### src/rtl/pwm_capture_if.sv
// pwm_capture_if: measurement bus of the PWM capture block.
//   pwm_in  - asynchronous PWM waveform under measurement
//   dvsr    - tick prescale, one tick every dvsr+1 clocks
//   duty    - measured high time in ticks (0..2^R)
//   period  - measured period in ticks (0 after a timeout)
//   valid   - one-clock pulse when duty/period update
//   timeout - high while no rising edge arrived within 2^(R+1) ticks
// R must match the R of the pwm_capture instance it connects to.
interface pwm_capture_if #(
  parameter int unsigned R = 8
);
  logic          pwm_in;
  logic [31:0]   dvsr;
  logic [R:0]    duty;
  logic [R+1:0]  period;
  logic          valid;
  logic          timeout;

  modport master (
    output pwm_in, dvsr,
    input  duty, period, valid, timeout
  );

  modport slave (
    input  pwm_in, dvsr,
    output duty, period, valid, timeout
  );
endinterface

### src/rtl/pwm_capture.sv
// pwm_capture: measures high time and period of an asynchronous PWM input
// in prescaled ticks, with timeout detection when rising edges stop.
// Ports:
//   clk  - system clock, all state on its rising edge
//   rst  - asynchronous active-high reset
//   bus  - pwm_capture_if.slave (pwm_in, dvsr in; duty, period, valid,
//          timeout out, all outputs registered)
// Optional feature: define PWM_CAP_GLITCH_FILTER_EN to add a 3-clock
// persistence filter after the synchronizer (+2 clocks latency).
module pwm_capture #(
  parameter int unsigned R = 8
) (
  input  logic         clk,
  input  logic         rst,
  pwm_capture_if.slave bus
);

  localparam int unsigned CW = R + 2;
  localparam int unsigned DW = R + 1;
  localparam logic [CW-1:0] FULL_SCALE = CW'(1) << R;
  localparam logic [CW-1:0] TO_LIMIT   = CW'(1) << (R + 1);
  localparam logic [CW-1:0] PER_MAX    = TO_LIMIT - CW'(1);

  typedef enum logic {WAIT, RUN} state_t;

  logic          sync_meta;
  logic          sync_out;
  logic          s;
  logic          s_q;
  logic          rise;
  logic          fall;
  logic          tick;
  logic [31:0]   presc;
  logic [31:0]   dvsr_q;
  logic [CW-1:0] period_cnt;
  logic [CW-1:0] high_cnt;
  state_t        state;
  logic          timed_out;
  logic [DW-1:0] duty_q;
  logic [CW-1:0] period_q;
  logic          valid_q;

  // Two-flop synchronizer for the asynchronous input.
  always_ff @(posedge clk or posedge rst) begin
    if (rst) begin
      sync_meta <= 1'b0;
      sync_out  <= 1'b0;
    end else begin
      sync_meta <= bus.pwm_in;
      sync_out  <= sync_meta;
    end
  end

`ifdef PWM_CAP_GLITCH_FILTER_EN
  logic filt_d1;
  logic filt_d2;

  // s follows the synchronized input only once three consecutive samples
  // agree; s is combinational so the added latency is two clocks, not three.
  always_ff @(posedge clk or posedge rst) begin
    if (rst) begin
      filt_d1 <= 1'b0;
      filt_d2 <= 1'b0;
    end else begin
      filt_d1 <= sync_out;
      filt_d2 <= filt_d1;
    end
  end

  assign s = ((sync_out == filt_d1) && (filt_d1 == filt_d2)) ? sync_out : s_q;
`else
  assign s = sync_out;
`endif

  // Previous value of s: filter hold value and edge-detect reference.
  always_ff @(posedge clk or posedge rst) begin
    if (rst) begin
      s_q <= 1'b0;
    end else begin
      s_q <= s;
    end
  end

  assign rise = s & ~s_q;
  assign fall = ~s & s_q;
  assign tick = (presc == dvsr_q);

  // Prescaler; dvsr is sampled only when the count restarts so a new value
  // never lands in the middle of a tick interval.
  always_ff @(posedge clk or posedge rst) begin
    if (rst) begin
      presc  <= '0;
      dvsr_q <= '0;
    end else if (rise || tick) begin
      presc  <= '0;
      dvsr_q <= bus.dvsr;
    end else begin
      presc <= presc + 32'd1;
    end
  end

  // Tick counters. The rising edge restarts the prescaler, so the edge cycle
  // is itself the first tick of the new period (and it is a high tick).
  // Counting stops at the timeout limit until the next rising edge.
  always_ff @(posedge clk or posedge rst) begin
    if (rst) begin
      period_cnt <= '0;
      high_cnt   <= '0;
    end else if (rise) begin
      period_cnt <= CW'(1);
      high_cnt   <= CW'(1);
    end else if (tick && !timed_out && (period_cnt != TO_LIMIT)) begin
      period_cnt <= period_cnt + CW'(1);
      if (s) begin
        high_cnt <= high_cnt + CW'(1);
      end
    end
  end

  // Measurement FSM with registered results; a rising edge outranks a
  // timeout detected in the same cycle.
  always_ff @(posedge clk or posedge rst) begin
    if (rst) begin
      state     <= WAIT;
      timed_out <= 1'b0;
      duty_q    <= '0;
      period_q  <= '0;
      valid_q   <= 1'b0;
    end else begin
      valid_q <= 1'b0;
      if (rise) begin
        timed_out <= 1'b0;
        state     <= RUN;
        if (state == RUN) begin
          // A period equal to the timeout window reads one below it.
          period_q <= (period_cnt > PER_MAX) ? PER_MAX : period_cnt;
          duty_q   <= (high_cnt > FULL_SCALE) ? DW'(FULL_SCALE) : DW'(high_cnt);
          valid_q  <= 1'b1;
        end
      end else if (timed_out) begin
        // Only a fall can occur here; report the new static level.
        if (fall) begin
          duty_q  <= '0;
          valid_q <= 1'b1;
        end
      end else if (period_cnt == TO_LIMIT) begin
        timed_out <= 1'b1;
        state     <= WAIT;
        period_q  <= '0;
        duty_q    <= s ? DW'(FULL_SCALE) : '0;
        valid_q   <= 1'b1;
      end
    end
  end

  assign bus.duty    = duty_q;
  assign bus.period  = period_q;
  assign bus.valid   = valid_q;
  assign bus.timeout = timed_out;

endmodule

### src/flat_wrapper.sv
// flat-port wrapper written by rule: the top's interface ports become plain ports
module pwm_capture_flat 
#(
  parameter int unsigned R = 8
)
  (clk, rst, bus_pwm_in, bus_dvsr, bus_duty, bus_period, bus_valid, bus_timeout);
  pwm_capture_if #(.R(R)) bus_i ();
  input  logic clk;
  input  logic rst;
  input wire logic [$bits(bus_i.pwm_in)-1:0] bus_pwm_in;
  input wire logic [$bits(bus_i.dvsr)-1:0] bus_dvsr;
  output wire logic [$bits(bus_i.duty)-1:0] bus_duty;
  output wire logic [$bits(bus_i.period)-1:0] bus_period;
  output wire logic [$bits(bus_i.valid)-1:0] bus_valid;
  output wire logic [$bits(bus_i.timeout)-1:0] bus_timeout;
  assign bus_i.pwm_in = bus_pwm_in;
  assign bus_i.dvsr = bus_dvsr;
  assign bus_duty = bus_i.duty;
  assign bus_period = bus_i.period;
  assign bus_valid = bus_i.valid;
  assign bus_timeout = bus_i.timeout;
  pwm_capture #(.R(R)) u_core (.clk(clk), .rst(rst), .bus(bus_i));
endmodule
### config.mk
export PLATFORM = sky130hd
export DESIGN_NAME = pwm_capture_flat
export DESIGN_NICKNAME = d
export VERILOG_FILES = /design/src/rtl/pwm_capture_if.sv /design/src/rtl/pwm_capture.sv /design/src/flat_wrapper.sv
export SDC_FILE = /design/constraint.sdc
export NUM_CORES = 1
export LEC_CHECK = 0
export CAP_MARGIN = 20
export CORE_MARGIN = 5
export CORE_UTILIZATION = 44
export DETAILED_ROUTE_END_ITERATION = 10
export PLACE_DENSITY = 0.75
export SLEW_MARGIN = 20
export SYNTH_ARGS = -nofsm -noshare
export SYNTH_HDL_FRONTEND = slang
export SYNTH_SLANG_ARGS = --single-unit
### constraint.sdc
create_clock -name clk -period 4.5 [get_ports clk]
set_input_delay 1.35 -clock clk [delete_from_list [all_inputs] [get_ports clk]]
set_output_delay 1.35 -clock clk [all_outputs]
set_load 0.01 [all_outputs]
==> flow_summary.toml <==
[outcome]
status = "finished, final reports clean"

[layout]
drive_above_1_share = 0.111
insertedDiodeCount = 0
layout.nets = 588
area_growth_pct = 17.7
final_cells = 698

[setup_path]
cpMaxStageDelayCell = "clkdlybuf4s50_1"
critPathRequiredTime_ps = 3150
startpoint_type = "register"
critPathMaxStageDelay_ps = 610
worstSetupPathType = "register to output port"
cp-end-kind = "output port"
cp_num_buf_inv = 1
cp.arrival_ps = 1510
crit_chain = "clkdlybuf4s50_1"
path_delay_family = "buffers and inverters"
path_max_fanout = 10

[clock_tree]
clock-sinks = 109
cts_hold_buf = 0
postCtsSetupBuffers = 0
clk_pin_slew_ps = 70
numCtsBuffers = 9
insertion_delay_ps = 350
clockBufferDepth = 2
cts_tree = "yes"
post_cts_resized = 0
htree_levels = 3
cts_root_buffer = "clkbuf_16"

[logic_synthesis]
synth_simple_gate_area_frac = 0.189
ys_ff_latch = 109
avgSynthCellArea_um2 = 10.6
yosys.area_share.xor_xnor = 0.111
synthArstFlopShare = 1.00
yosysWarnings = 0
syn_area_um2 = 5280
synth_cell_types = 46
synth-main-ff-cell = "dfrtp_1"
ys_top_cells_by_area = "dfrtp_1, xnor2_1, mux2_2"
yosysTopAreaCellShare = 0.517
synth_mux_area_frac = 0.0747
syn_nets = 538
ys_seq_area_frac = 0.517
yosysTopAreaCell = "dfrtp_1"
synth_top_family_by_area = "simple AND/OR/NAND/NOR gates"
synth_compound_area_frac = 0.0543
synthAdderAreaFrac = 0.0166
synth.most_common_cell = "dfrtp_1"
syn_inst = 496
netlist_top_cells_count = "dfrtp_1, nor2_1, xnor2_1, nand2_1, mux2_2"
synth_edf_count = 0

[timing]
tightest_slew_ps = 994
hold_violations = 0
fmax_mhz = 349
setup_viol = 0
finalCritPeriodShare = 0.637
fin_tns_setup_ps = 0
slew_headroom = 0.337
fin_crit_ps = 2860
rsz0062_at_grt = "false"
finClkSkew_ps = 7.03
drv_slew = 0

[run]
maxCapViolCount = 0

[power]
ir_worst_vdd_mv = 0.217
cellPowerDensity_nw_per_um2 = 340
p_leak_uw = 0.00251

[drt]
post_drt_wl_per_cell_um = 15.2
wl_um = 10600
first_iter_violations = 208
drt-vias-per-instance = 5.33
drtPass1Iterations = 4
vias = 3722
drc_errors = 0
ant_nets = 0

[floorplan]
die_width_um = 120
start_util = 0.445
die_h_um = 120
row_count = 40
io_pins = 56
coreArea_um2 = 11900
dieArea_um2 = 14300

[place]
post-dp-hpwl_um = 7790
dp_cells = 682
place_congestion = 0.847
io_buffers = 55

[grt]
grt_pass1_vias = 3840
grtUsageTotal = 0.156
grt_start_max_net_pins = 54
grt_pass1_wl_um = 18000
antenna_found_initial = 0
grt_overflow = 0

[min_path]
min_path_type = "register to register"
## layout by cell type (no fill, tap or decap), types with 5 or more instances in the layout
| cell | synthesis | layout |
|---|---|---|
| or3_1 | 7 | 7 |
| a21oi_1 | 12 | 12 |
| nor2_1 | 62 | 61 |
| nor3_1 | 5 | 5 |
| inv_1 | 16 | 15 |
| clkdlybuf4s50_1 | 0 | 55 |
| nor2b_1 | 5 | 5 |
| nand3_1 | 19 | 19 |
| nand4_1 | 23 | 23 |
| o21ai_0 | 27 | 27 |
| dfrtp_1 | 109 | 109 |
| xnor2_1 | 49 | 49 |
| xor2_1 | 16 | 16 |
| nand2_1 | 45 | 45 |
| mux2_2 | 31 | 31 |
| clkbuf_16 | 0 | 9 |
| ha_1 | 7 | 7 |
## layer usage
metal / wire length (µm) / part of all wire / up-vias / track usage
met3: 476 / 0.045 / 14 / 0.0368
li1: - / - / 1782 / -
met5: 0 / 0 / - / 0
met4: 170 / 0.016 / 0 / 0.0501
met1: 4650 / 0.44 / 1841 / 0.200
met2: 5330 / 0.50 / 85 / 0.262
## through the flow
step / total power (µW) / utilization / cell area (µm²) / setup slack, ps / hold WS (ps)
after detailed placement: 1340 / 0.498 / 5910 / 1650 / 340
after global placement: 1330 / 0.498 / 5910 / 1700 / 337
final: 2110 / 0.524 / 6210 / 1640 / 355
after global routing: 2200 / 0.524 / 6210 / 1460 / 368
after floorplan: 1250 / - / 5280 / 276 / 331
after CTS: 2140 / 0.523 / 6210 / 1620 / 357
## logic make-up after synthesis
group | after synthesis
XOR/XNOR | 66
AND/OR/NAND/NOR | 193
buffers and inverters | 36
multiplexers | 35
adder cells (fa/ha/maj) | 7
flip-flops | 109
AO/OA/AOI/OAI | 50
## state kept, by name, indices dropped and copies added (netlist names)
name,flops
u_core.sync_meta,1
u_core.dvsr_q,32
u_core.state,1
u_core.bus.period,10
u_core.high_cnt,10
u_core.bus.timeout,1
u_core.bus.duty,9
u_core.presc,32
u_core.period_cnt,10
u_core.bus.valid,1
u_core.s,1
u_core.s_q,1
## report_power, final
part / switching, µW / internal, µW / leakage (µW)
Combinational: 96.9 / 123 / 0.000943
Sequential: 58.2 / 1040 / 0.00142
Clock: 346 / 448 / 0.000150
Total: 501 / 1610 / 0.00251
## layout make-up
| cell class | instances | area (µm²) |
|---|---|---|
| fillers | 1056 | 5650 |
| flip-flops and latches | 109 | 2730 |
| multi-input cells | 351 | 2350 |
| repair buffers | 59 | 581 |
| clock buffers | 11 | 243 |
| well taps | 147 | 184 |
| inverters | 16 | 62.6 |
| clock inverters | 5 | 57.6 |
## path summary, 6_finish.rpt
| kind | start | to | slack (ps) | cells after the start |
|---|---|---|---|---|
| min in group asynchronous | rst | u_core.bus.period[5] | 1440 | 2 |
| min | u_core.sync_meta | u_core.s | 350 | 0 |
| max in group asynchronous | rst | u_core.dvsr_q[13] | 2220 | 3 |
| min reg2reg | u_core.sync_meta | u_core.s | 350 | 0 |
| max | u_core.bus.timeout | bus_timeout | 1640 | 1 |
| max reg2reg | u_core.presc[19] | u_core.dvsr_q[20] | 1650 | 6 |
Power figures use the tool's default switching activity.
